$ cat config.mk
export PLATFORM = sky130hd
export DESIGN_NAME = fir_stream_ctrl
export DESIGN_NICKNAME = d
export VERILOG_FILES = /design/src/rtl/fir_stream_ctrl.sv
export SDC_FILE = /design/constraint.sdc
export NUM_CORES = 1
export LEC_CHECK = 0
export BUFFER_PORTS_ARGS = -buffer_cell sky130_fd_sc_hd__clkbuf_2
export CORE_AREA = 2 2 204 206
export CTS_BUF_LIST = sky130_fd_sc_hd__clkbuf_8
export DETAILED_ROUTE_END_ITERATION = 8
export DIE_AREA = 0 0 206 208
export GPL_TIMING_DRIVEN = 0
export PLACE_DENSITY = 0.64
export SYNTH_ARGS = -nofsm -noshare
export SYNTH_HDL_FRONTEND = slang
export SYNTH_SLANG_ARGS = --single-unit
$ cat constraint.sdc
create_clock -name clk -period 8.12 [get_ports clk]
set_input_delay 1.624 -clock clk [delete_from_list [all_inputs] [get_ports clk]]
set_output_delay 1.624 -clock clk [all_outputs]
set_load 0.1 [all_outputs]
$ cat src/rtl/fir_stream_ctrl.sv
`default_nettype none
// +--------------------------------------------------------------------------+
// | fir_stream_ctrl: credit-based sequencer around a no-backpressure FIR,     |
// | with issue spacing, FWFT result FIFO and enable-driven run/drain/idle.    |
// | Revision: 1.0                                                             |
// +--------------------------------------------------------------------------+
module fir_stream_ctrl #(
    parameter int DATA_WIDTH   = 16,
    parameter int RESULT_WIDTH = 26,
    parameter int FIFO_DEPTH   = 16,
    parameter int MIN_GAP      = 0
) (
    input  logic                    clk,
    input  logic                    rst,
    input  logic                    enable,
    input  logic                    s_valid,
    output logic                    s_ready,
    input  logic [DATA_WIDTH-1:0]   s_data,
    output logic                    fir_valid_in,
    output logic [DATA_WIDTH-1:0]   fir_din,
    input  logic                    fir_valid_out,
    input  logic [RESULT_WIDTH-1:0] fir_dout,
    output logic                    m_valid,
    input  logic                    m_ready,
    output logic [RESULT_WIDTH-1:0] m_data,
    output logic                    busy,
    output logic                    err_overflow,
    output logic                    err_unexpected
);

    localparam int AW = $clog2(FIFO_DEPTH);
    localparam int CW = AW + 1;
    localparam int GW = (MIN_GAP > 0) ? $clog2(MIN_GAP + 1) : 1;

    typedef enum logic [1:0] {
        IDLE  = 2'd0,
        RUN   = 2'd1,
        DRAIN = 2'd2
    } state_t;

    state_t                  state, state_nxt;
    logic [CW-1:0]           inflight, inflight_nxt;
    logic [CW-1:0]           wr_ptr, rd_ptr, fifo_count, count_nxt;
    logic [GW-1:0]           gap;
    logic [CW:0]             credit_sum;
    logic [RESULT_WIDTH-1:0] mem [FIFO_DEPTH];
    logic                    fifo_full, fifo_empty;
    logic                    accept, pop, push, overflow;

    assign fifo_count = wr_ptr - rd_ptr;
    assign fifo_full  = (fifo_count == CW'(FIFO_DEPTH));
    assign fifo_empty = (fifo_count == '0);
    assign credit_sum = {1'b0, inflight} + {1'b0, fifo_count};

    assign s_ready  = (state == RUN) && (gap == '0) && (credit_sum < (CW+1)'(FIFO_DEPTH));
    assign accept   = s_valid && s_ready;
    assign m_valid  = !fifo_empty;
    assign pop      = m_valid && m_ready;
    // A full FIFO still accepts a write when the head is popped in the same cycle.
    assign push     = fir_valid_out && (!fifo_full || pop);
    assign overflow = fir_valid_out && fifo_full && !pop;
    assign m_data   = m_valid ? mem[rd_ptr[AW-1:0]] : '0;
    assign busy     = (state != IDLE) || (inflight != '0) || !fifo_empty;

    assign count_nxt = fifo_count + CW'(push) - CW'(pop);

    always_comb begin
        inflight_nxt = inflight;
        if (accept && !fir_valid_out) begin
            inflight_nxt = inflight + CW'(1);
        end else if (!accept && fir_valid_out && (inflight != '0)) begin
            inflight_nxt = inflight - CW'(1);
        end
    end

    // Drain completion looks at next-cycle occupancy so IDLE coincides with the last pop.
    always_comb begin
        state_nxt = state;
        case (state)
            IDLE:    if (enable) state_nxt = RUN;
            RUN:     if (!enable) state_nxt = DRAIN;
            DRAIN: begin
                if (enable) begin
                    state_nxt = RUN;
                end else if ((inflight_nxt == '0) && (count_nxt == '0)) begin
                    state_nxt = IDLE;
                end
            end
            default: state_nxt = IDLE;
        endcase
    end

    always_ff @(posedge clk or negedge rst) begin
        if (!rst) begin
            state          <= IDLE;
            inflight       <= '0;
            gap            <= '0;
            fir_valid_in   <= 1'b0;
            fir_din        <= '0;
            wr_ptr         <= '0;
            rd_ptr         <= '0;
            err_overflow   <= 1'b0;
            err_unexpected <= 1'b0;
        end else begin
            state        <= state_nxt;
            inflight     <= inflight_nxt;
            fir_valid_in <= accept;
            if (accept) begin
                fir_din <= s_data;
                gap     <= GW'(MIN_GAP);
            end else if (gap != '0) begin
                gap <= gap - GW'(1);
            end
            if (push) wr_ptr <= wr_ptr + CW'(1);
            if (pop)  rd_ptr <= rd_ptr + CW'(1);
            if (overflow) err_overflow <= 1'b1;
            if (fir_valid_out && (inflight == '0)) err_unexpected <= 1'b1;
        end
    end

    always_ff @(posedge clk) begin
        if (push) mem[wr_ptr[AW-1:0]] <= fir_dout;
    end

endmodule
`default_nettype wire

Yosys cells after proc, flatten, opt, wreduce, memory -nomap -nowiden
Memories as Yosys holds them, arrays and structs flattened.
Cells that the tools add are included.
{ "totals": {"ramBits": 416, "register_bits": 37, "n_memories": 1, "out_inout_bits": 48, "input_bits": 48, "word_cells": 67} }
{ "classes": {"muxes": 12, "bitwise_logic": 1, "n_eq_ne": 6, "n_reduce_logical": 28, "order_cmp": 1, "add_sub_neg": 9} }
{ "memory_table": {"columns": ["name", "words", "width", "rd", "rd_clocked_by_memory_dff", "wr", "line_no", "source"], "rows": [
  ["mem", 16, 26, 1, 0, 1, "46", "logic [RESULT_WIDTH-1:0] mem [FIFO_DEPTH];"]
]} }
{ "op_table": {"columns": ["op", "n"], "rows": [
  ["$mux W26", 1],
  ["$logic_not A5 Y1", 4],
  ["$add A5 B1 Y5 const B", 3],
  ["$logic_and A1 B1 Y1", 12],
  ["$mux W5", 2],
  ["$mux W2", 4],
  ["$add A5 B5 Y6", 1],
  ["$lt A6 B5 Y1 const B", 1],
  ["$pmux W2 S3", 1],
  ["$add A5 B1 Y5", 1],
  ["$eq A5 B5 Y1 const B", 1],
  ["$logic_not A1 Y1", 5],
  ["$reduce_bool A5 Y1", 1],
  ["$sub A5 B1 Y5", 1],
  ["$sub A5 B1 Y5 const B", 1],
  ["$sub A5 B5 Y5", 1],
  ["$mux W1", 4],
  ["$ne A2 B2 Y1 const B", 2],
  ["$logic_or A1 B1 Y1", 3],
  ["$ne A3 B3 Y1 const B", 1],
  ["$reduce_and A3 Y1", 1],
  ["$eq A2 B1 Y1 const B", 1],
  ["$eq A2 B2 Y1 const B", 1],
  ["$logic_not A2 Y1", 1],
  ["3 further kinds", 3]
]} }

Logic depth before layout (Yosys ltp)
Gate-level depths: netlist (run 1).
{ "logic_depth": {"depth_word": 15, "depth_mapped": 22} }

Worst setup path after synthesis (run 1)
Ideal clock, no wire load.
{ "synth_path": {"path_kind": "reg-to-output", "from": "reg rd_ptr[1]", "to": "out s_ready", "t_arrival_ns": 4.047, "path_stages_with_launch": 14, "path_buffers": 3, "required_time_ns": 6.496, "slack_ns": 2.449, "cell_sequence": "dfrtp_1 > clkbuf_1 > buf_2 > buf_2 > inv_1 > fa_1 > a21o_1 > a21oi_2 > xor2_2 > inv_2 > ha_1 > nor3b_1 > nand2_1 > a21oi_1"} }
{ "synth_between": {"elab_chain_len": 4} }
{ "synth_rtl": {"columns": ["item", "line_no", "source"], "rows": [
  ["start: declaration", "43", "logic [CW-1:0] wr_ptr, rd_ptr, fifo_count, count_nxt;"],
  ["start signal: assignment", "115", "if (pop) rd_ptr <= rd_ptr + CW'(1);"],
  ["$sub A5 B5 Y5", "50", "assign fifo_count = wr_ptr - rd_ptr;"],
  ["$add A5 B5 Y6", "53", "assign credit_sum = {1'b0, inflight} + {1'b0, fifo_count};"],
  ["$lt A6 B5 Y1", "55", "assign s_ready = (state == RUN) && (gap == '0) && (credit_sum < (CW+1)'(FIFO_DEPTH));"],
  ["$logic_and A1 B1 Y1", "55", null],
  ["end: declaration", "17", "output logic s_ready,"]
]} }
Every way passes these cells.

Worst setup path in the final report (run 1)
{ "layout_path": {"from": "reg rd_ptr[1]", "to": "out m_data[7]"} }
{ "layout_between": {"elab_chain_len": 3} }
{ "layout_rtl": {"columns": ["item", "line_no", "source"], "rows": [
  ["$sub A5 B5 Y5", "50", null],
  ["$logic_not A5 Y1", "52", "assign fifo_empty = (fifo_count == '0);"],
  ["$mux W26 *", "62", "assign m_data = m_valid ? mem[rd_ptr[AW-1:0]] : '0;"],
  ["end: declaration", "25", "output logic [RESULT_WIDTH-1:0] m_data,"]
]} }
Mark *: on every way between the ends. The rest lies on a longest branch, timed or not.

==> results of run 1 <==
==> cell families after synthesis <==
| family | count (synthesis) | synth area share |
|---|---|---|
| fa+ha+maj | 21 | 0.0154 |
| simple gates | 98 | 0.0292 |
| compound gates | 24 | 0.00993 |
| buf+inv | 62 | 0.0182 |
| mux | 150 | 0.175 |
| flops | 452 | 0.743 |
| xor+xnor | 18 | 0.00917 |
==> cell type report <==
type,count,area [um2]
inverters,24,90.1
repair buffers,117,863
plain buffers,38,238
well taps,532,666
multi-input cells,311,4400
fillers,3241,19600
flip-flops and latches,452,13400
clock inverters,48,216
clock buffers,76,1050
==> layer usage <==
layer  track usage  vias up
li1              -     3790
met1         0.259     4619
met2         0.311      311
met3        0.0412       89
met4        0.0559        0
met5             0        -
==> sequential cells by signal, indices dropped and copies added (netlist names) <==
signal	cells
wr_ptr	5
mem	416
fir_din	16
err_unexpected	1
fir_valid_in	1
inflight	5
err_overflow	1
rd_ptr	5
state	2
==> path summary, 6_finish.rpt <==
path                                              end
worst max-delay path                        m_data[7]
worst min-delay path            rd_ptr[4]$_DFFE_PN0N_
worst max register to register   state[1]$_DFFE_PN0P_
worst min register to register  rd_ptr[4]$_DFFE_PN0N_
max in group asynchronous       rd_ptr[0]$_DFFE_PN0N_
min in group asynchronous       inflight[0]$_DFF_PN0_
==> per-stage QoR <==
stage / cells / utilization / setup WS [ns]
final: 1598 / 0.516 / 1.17
after global routing: 1598 / 0.516 / 0.894
after CTS: 1598 / 0.516 / 1.11
after detailed placement: 1474 / 0.485 / 1.78
after global placement: 1451 / 0.472 / 0.264
after floorplan: 825 / - / 2.45
==> cells in the final DEF, fill, tap and decap left out, types with 5 or more instances in the layout <==
cell and instances:
buf_16 5, nor2_4 12, nand2_1 14, clkbuf_1 15, dfrtp_1 36, edfxtp_1 416, xnor2_1 12, buf_2 16
clkbuf_8 76, a21oi_1 8, mux4_2 130, nand3_1 5, clkbuf_2 94, nor2_1 12, clkinv_2 6, inv_1 49
ha_1 19, mux2_2 16, xor2_1 5, buf_12 9, clkinv_1 11, buf_6 14, nor2b_1 27
==> results.md, run 1 <==
* # DRC at 0
* Post-Layout Inst Area at 20,900 um2
* Hold Vio Cnt, Final at 0
* Chip Height at 208 um
* Critical Path Sink Type: output port
* Worst path bufs/invs at 6
* Vias in the first global route at 9,111
* Ant diodes at 0
* Detailed Routing Iterations Pass 1 at 5
* Area delta synth->final at 16.1%
* R2r setup slk at 2.40 ns
* Reg2reg path depth at 21
* #FFs+latches synth at roughly 450
* WL final at about 40,000 um
* Largest cells by area after synthesis: edfxtp_1 (69%), mux4_2 (16%), dfrtp_1 (5.0%)
* Core Area at 40,600 um2
* Clock root buffer: clkbuf_8
* HPWL after DPL at between 20,000 and 25,000 um
* Mapped Area at around 18,000 um2
* Critical Path Start: rd_ptr[1]$_DFFE_PN0N_
* Fin crit share at 0.856
* Relative slew slack at 0.192
* Drt via density at 5.51
* Max Slew Vio Count at 0
* Class of the worst hold path: reg -> reg
* Vias at 8,809
* Die ar. at 42,800 um2
* Synth cell types at 49
* Cell depth of the worst setup path at 12
* Crit path DAT at 5.33 ns
* CTS HTree Levels at 3
* R2R Path Start: rd_ptr[1]$_DFFE_PN0N_
* First-pass GRT wire length at 58,600 um
* Outcome: finished clean
* Slowest-stage cell, CP: clkbuf_1
* Worst skew pair latency at 0.61 ns
* IO buf count at 94
* Main synth FF type: edfxtp_1
* Post-synth EDFFs at roughly 420
* Fmax achieved at 144 MHz
* CTS tree: built
* Initial Util at 0.444
* Min-delay src: rd_ptr[4]$_DFFE_PN0N_
* MaxCap Viol Count at 0
* Tmin final at 6.95 ns
* Sink Count at 452
* CP top delay family: buffers and inverters
* All-Layer GR Usage at 0.191
* YS warnings at 0
* Antenna violations before repair at 0
* Syn Nets at 894
* RSZ-0062 raised after global routing: false
* Crit path max fanout at 10
* Setup bufs post-CTS at 0
* Met2 WL at slightly below 20,000 um
* CTS max path bufs at 3
* Startpoint Class: flop
* Num CTS Buffers at 73
* Placed instance area at ~20,000 um2
* Sequential-to-total area share from yosys stat at 0.743
* Clk_skew at 0.0214 ns
* DR top layer: met4
* Antenna-violating nets left at 0
* Area share of the largest cell type after synthesis at 0.693
* Most numerous cell in the Yosys netlist: edfxtp_1
* M1 wire length at about 17,000 um
* Met3 Wirelength at 2470 um
* Share of layout cells above drive strength 1 at 0.370
* Fin nets at 1,086
* Synthesized instance count at roughly 830
* Initial DRC Count at 889
* Die extent in x at around 210 um
* Largest net degree at the start of global routing at 37
* Number of placement rows at between 70 and 80
* CP Class: reg -> out
* Post-CTS resize count at 0
* Hold buffer count at cts at 0
* Synth area leader: edfxtp_1
* Worst hold path depth at 1
* Least-Margin Pin Slew at 1.21 ns
* Avg Cell Area, Syn at between 20 and 25 um2
* Critical path, cell by cell: clkbuf_1 > buf_2 > buf_2 > inv_1 > fa_1 > xor2_1 > nor3_1 > nand2_1 > nor2_1 > clkbuf_1 > nor2b_1 > clkbuf_2
* Reg clk slew, reported paths at ~0.06 ns
* # IOs at 96
* Top post-synthesis cells by count: edfxtp_1 (416), mux4_2 (130), dfrtp_1 (36), nor2b_1 (27), nor2_1 (23)
* Routed WL per cell at 24.8 um
* Setup violators final at 0
* Final TNS setup at 0 ns
* Post-synth ARST share at 0.0796
* Req. time, crit path at 6.50 ns
* WHS at 0.486 ns
* Routability cong. at 0.730
* Max incr delay on CP at 0.66 ns
* Global route overflow at 0
Power of run 1 is left out: the tool's default activity adds up to more than one toggle a clock period on the data nets, which glitch-free logic cannot reach.
==> run 2: changes to the inputs <==
CTS_BUF_LIST = sky130_fd_sc_hd__clkbuf_4 sky130_fd_sc_hd__clkbuf_8 sky130_fd_sc_hd__clkbuf_16   (was sky130_fd_sc_hd__clkbuf_8)
==> results.md, run 2 (same netlist as run 1, synthesis figures left out) <==
* Number of placement rows at 74
* Ant diodes at 0
* Startpoint Class: flop
* # DRC at 0
* Crit path DAT at between 5 and 6 ns
* Post-CTS resize count at 0
* Core Area at 40,600 um2
* Pre-CTS setup slack at about 1.8 ns
* Initial Util at 0.444
* IO buf count at 94
* CTS HTree Levels at 2
* Detailed Routing Iterations Pass 1 at 5
* Fin nets at 1,058
* Antenna-violating nets left at 0
* Die extent in x at 206 um
* RSZ-0062 raised after global routing: false
* First-pass GRT wire length at 57,900 um
* Worst skew pair latency at about 0.57 ns
* Clk_skew at 0.0207 ns
* Hold Vio Cnt, Final at 0
* Max Slew Vio Count at 0
* Global route overflow at 0
* Num CTS Buffers at 45
* Fmax achieved at approximately 140 MHz
* Setup violators final at 0
* Relative slew slack at 0.171
* Max reg flops at roughly 420
* Share of layout cells above drive strength 1 at 0.378
* MaxCap Viol Count at 0
* Cell total after placement at 1,474
* Sink Count at 452
* CP Class: reg -> out
* Max incr delay on CP at 0.67 ns
* Crit path max fanout at 10
* Slowest-stage cell, CP: clkbuf_1
* HPWL after DPL at 24,800 um
* Die ar. at approximately 43,000 um2
* Reg clk slew, reported paths at 0.06 ns
* Vias in the first global route at ~8,800
* CTS max path bufs at 3
* Least-Margin Pin Slew at approximately 1.2 ns
* Req. time, crit path at 6.50 ns
* Most common cell after layout, fill and taps aside: edfxtp_1
* Area delta synth->final at 17.8%
* CTS tree: built
* Final setup margin at 1.22 ns
* Class of the worst hold path: reg -> reg
* R2r setup slk at 2.44 ns
* Routability cong. at 0.730
* Hold buffer count at cts at 0
* Critical Path Sink Type: output port
* Clock root buffer: clkbuf_16
* Critical path, cell by cell: clkbuf_1 > buf_2 > buf_2 > inv_1 > fa_1 > xor2_1 > nor3_1 > nand2_1 > nor2_1 > clkbuf_1 > nor2b_1 > clkbuf_2
* All-Layer GR Usage at 0.188
* WL final at 39,200 um
* Largest net degree at the start of global routing at 37
* Tmin final at 6.90 ns
* # IOs at 96
* Initial DRC Count at roughly 860
* Most frequent cells in the layout: edfxtp_1 (416), mux4_2 (130), clkbuf_2 (94)
* Setup bufs post-CTS at 0
* Antenna violations before repair at 0
* Chip Height at 208 um
* Fin crit share at 0.850
* Drt via density at 5.55
* Final cell count without fillers at 1,556
* Outcome: finished clean
* Routed WL per cell at around 25 um
* Vias at 8,637
* Final TNS setup at 0 ns
-- run 2: critical path: cells and delay by family (launching register included) --
family        cells  cell delay (ns)
buf+inv           6             2.48
simple gates      4             1.18
fa+ha+maj         1             0.45
flops             1             0.36
xor+xnor          1             0.23
-- run 2: path summary, 6_finish.rpt --
path	endpoint	cells past startpoint	from
hold reg to reg	err_overflow$_DFFE_PN0P_	2	err_overflow$_DFFE_PN0P_
min in group asynchronous	inflight[1]$_DFF_PN0_	1	rst
setup reg to reg	state[1]$_DFFE_PN0P_	21	rd_ptr[1]$_DFFE_PN0N_
hold / removal	err_overflow$_DFFE_PN0P_	2	err_overflow$_DFFE_PN0P_
max in group asynchronous	fir_din[13]$_DFFE_PN0P_	1	rst
setup / recovery	m_data[7]	12	rd_ptr[1]$_DFFE_PN0N_
-- run 2: layout make-up --
type,count,area (um2)
Fill cell,3166,19300
Sequential cell,452,13400
Multi-Input combinational cell,311,4400
Clock buffer,61,1260
Timing Repair Buffer,117,863
Tap cell,532,666
Clock inverter,21,318
Buffer,38,238
Inverter,24,90.1
-- run 2: per-layer routing --
layer / part of all wire / vias to the layer above / GRT usage
met5: 0 / - / 0
li1: - / 3730 / -
met1: 0.42 / 4556 / 0.263
met4: 0.019 / 0 / 0.0463
met3: 0.059 / 58 / 0.0305
met2: 0.50 / 293 / 0.310
-- run 2: through the flow --
step                 util  cell area [um2]  hold WS (ns)
finish              0.523            21200         0.485
global route        0.523            21200         0.515
CTS                 0.523            21200         0.486
detailed placement  0.485            19700         0.468
global placement    0.472            19200         0.456
floorplan               -            18000         0.462
Power of run 2 is left out for the same reason.
==> run 3: changes to the inputs <==
PLACE_DENSITY = 0.66   (was 0.64)
clock period = 6.11 ns   (was 8.12 ns; I/O delays follow)
==> results.md, run 3 (same netlist as run 1, synthesis figures left out) <==
* Outcome: finished clean
* Worst hold path depth at 1
* Relative slew slack at 0.212
* Die extent in x at around 210 um
* Reg2reg path depth at 21
* Footprint of the multi-input gates at 4400 um2
* Vias in the first global route at 8,943
* Fmax achieved at 171 MHz
* Startpoint Class: flop
* Placed instance area at 19,700 um2
* Antenna-violating nets left at 0
* Routed WL per cell at 25.0 um
* Reg2reg end: state[1]$_DFFE_PN0P_
* CTS max path bufs at 3
* Reg clk slew, reported paths at 0.06 ns
* Vias at 8,675
* Crit path max fanout at 10
* All-Layer GR Usage at 0.186
* Max Slew Vio Count at 0
* Largest net degree at the start of global routing at 37
* Fin crit share at 0.959
* Tmin final at 5.86 ns
* Sink Count at between 400 and 500
* HPWL after DPL at roughly 25,000 um
* # DRC at 0
* Worst Hold End: wr_ptr[4]$_DFFE_PN0P_
* Detailed Routing Iterations Pass 1 at 5
* Most common cell after layout, fill and taps aside: edfxtp_1
* RSZ-0062 raised after global routing: false
* Final TNS setup at 0 ns
* Critical Path Sink Type: output port
* Setup violators final at 0
* Share of layout cells above drive strength 1 at 0.376
* Hold buffer count at cts at 0
* Hold Vio Cnt, Final at 0
* Core Area at 40,600 um2
* Die ar. at ~43,000 um2
* Post-Layout Inst Area at 21,200 um2
* Area delta synth->final at 17.6%
* # IOs at between 90 and 100
* Num CTS Buffers at 46
* First-pass GRT wire length at 57,800 um
* Req. time, crit path at 4.89 ns
* Worst skew pair latency at 0.57 ns
* CP Class: reg -> out
* WL final at 39,000 um
* Most frequent cells in the layout: edfxtp_1 (416), mux4_2 (130), clkbuf_2 (94)
* Clk_skew at 0.0164 ns
* Initial Util at 0.444
* Clock root buffer: clkbuf_16
* Fin nets at between 1,000 and 1,500
* Util after Layout at 0.522
* Reg area at 13,400 um2
* R2R Path Start: rd_ptr[1]$_DFFE_PN0N_
* IO buf count at 94
* Crit path DAT at 4.64 ns
* MaxCap Viol Count at 0
* Initial DRC Count at approximately 860
* Class of the worst hold path: reg -> reg
* Routability cong. at about 0.74
* Chip Height at 208 um
* Number of placement rows at 74
* Fillers at 3,179
* R2r setup slk at 0.78 ns
* CTS HTree Levels at 2
* Max reg flops at 416
* Drt via density at 5.56
* Global route overflow at 0
* Least-Margin Pin Slew at approximately 1.2 ns
* Min-delay src: wr_ptr[4]$_DFFE_PN0P_
* CTS tree: built
* Antenna violations before repair at 1
==> run 3: worst max-delay path by stage <==
stage | startpoint | end | slack [ns] | cells past startpoint
3_3_place_gp | rd_ptr[1]$_DFFE_PN0N_ | mem[1][11]$_DFFE_PP_ | -1.75 | 12
4_1_cts | rd_ptr[1]$_DFFE_PN0N_ | m_data[7] | 0.13 | 12
3_5_place_dp | rd_ptr[1]$_DFFE_PN0N_ | m_data[7] | 0.42 | 12
6_report | rd_ptr[1]$_DFFE_PN0N_ | m_data[7] | 0.25 | 12
2_1_floorplan | rd_ptr[1]$_DFFE_PN0N_ | s_ready | 0.84 | 13
5_1_grt | rd_ptr[1]$_DFFE_PN0N_ | m_data[7] | 0.05 | 12
==> run 3: area by class of cell <==
| class | count | area share |
|---|---|---|
| clock inverters | 24 | 0.0102 |
| repair buffers | 117 | 0.0415 |
| plain buffers | 38 | 0.0114 |
| multi-input cells | 311 | 0.208 |
| inverters | 24 | 0.00425 |
| clock buffers | 61 | 0.0611 |
| flip-flops and latches | 452 | 0.632 |
| well taps | 532 | 0.0314 |
| diodes | 1 | 0.000118 |
==> run 3: metrics by stage <==
step                      hold WS, ns  instances  setup slack (ns)
after floorplan                 0.462        825             0.841
after global placement          0.453       1451             -1.75
after detailed placement        0.464       1474             0.423
after CTS                       0.491       1559             0.126
after global routing            0.508       1560            0.0535
final                           0.492       1560             0.252
==> run 3: worst max-delay path, stage by stage, from the launching register on <==
cell      delay [ns]
dfrtp_1         0.41
clkbuf_1        0.33
clkbuf_4        0.36
buf_2           0.37
inv_1           0.14
fa_1            0.45
xor2_1          0.23
nor3_1          0.38
nand2_1         0.13
nor2_1          0.30
buf_2           0.43
nor2b_1         0.13
clkbuf_2        0.39
==> run 3: per-layer routing <==
layer  GRT usage  up-vias  share of wire
met5           0        -              0
met4      0.0534        0          0.024
met3      0.0395       71          0.063
met2       0.299      277           0.49
met1       0.258     4583           0.43
li1            -     3744              -
==> run 3: timing repair <==
action | CTS | global route
setup endpoints to repair | 10 | 11
buffers inserted | 0 | 0
gates resized for setup | 1 | 2
pin swaps | 0 | 0
Power of run 3 is left out for the same reason.
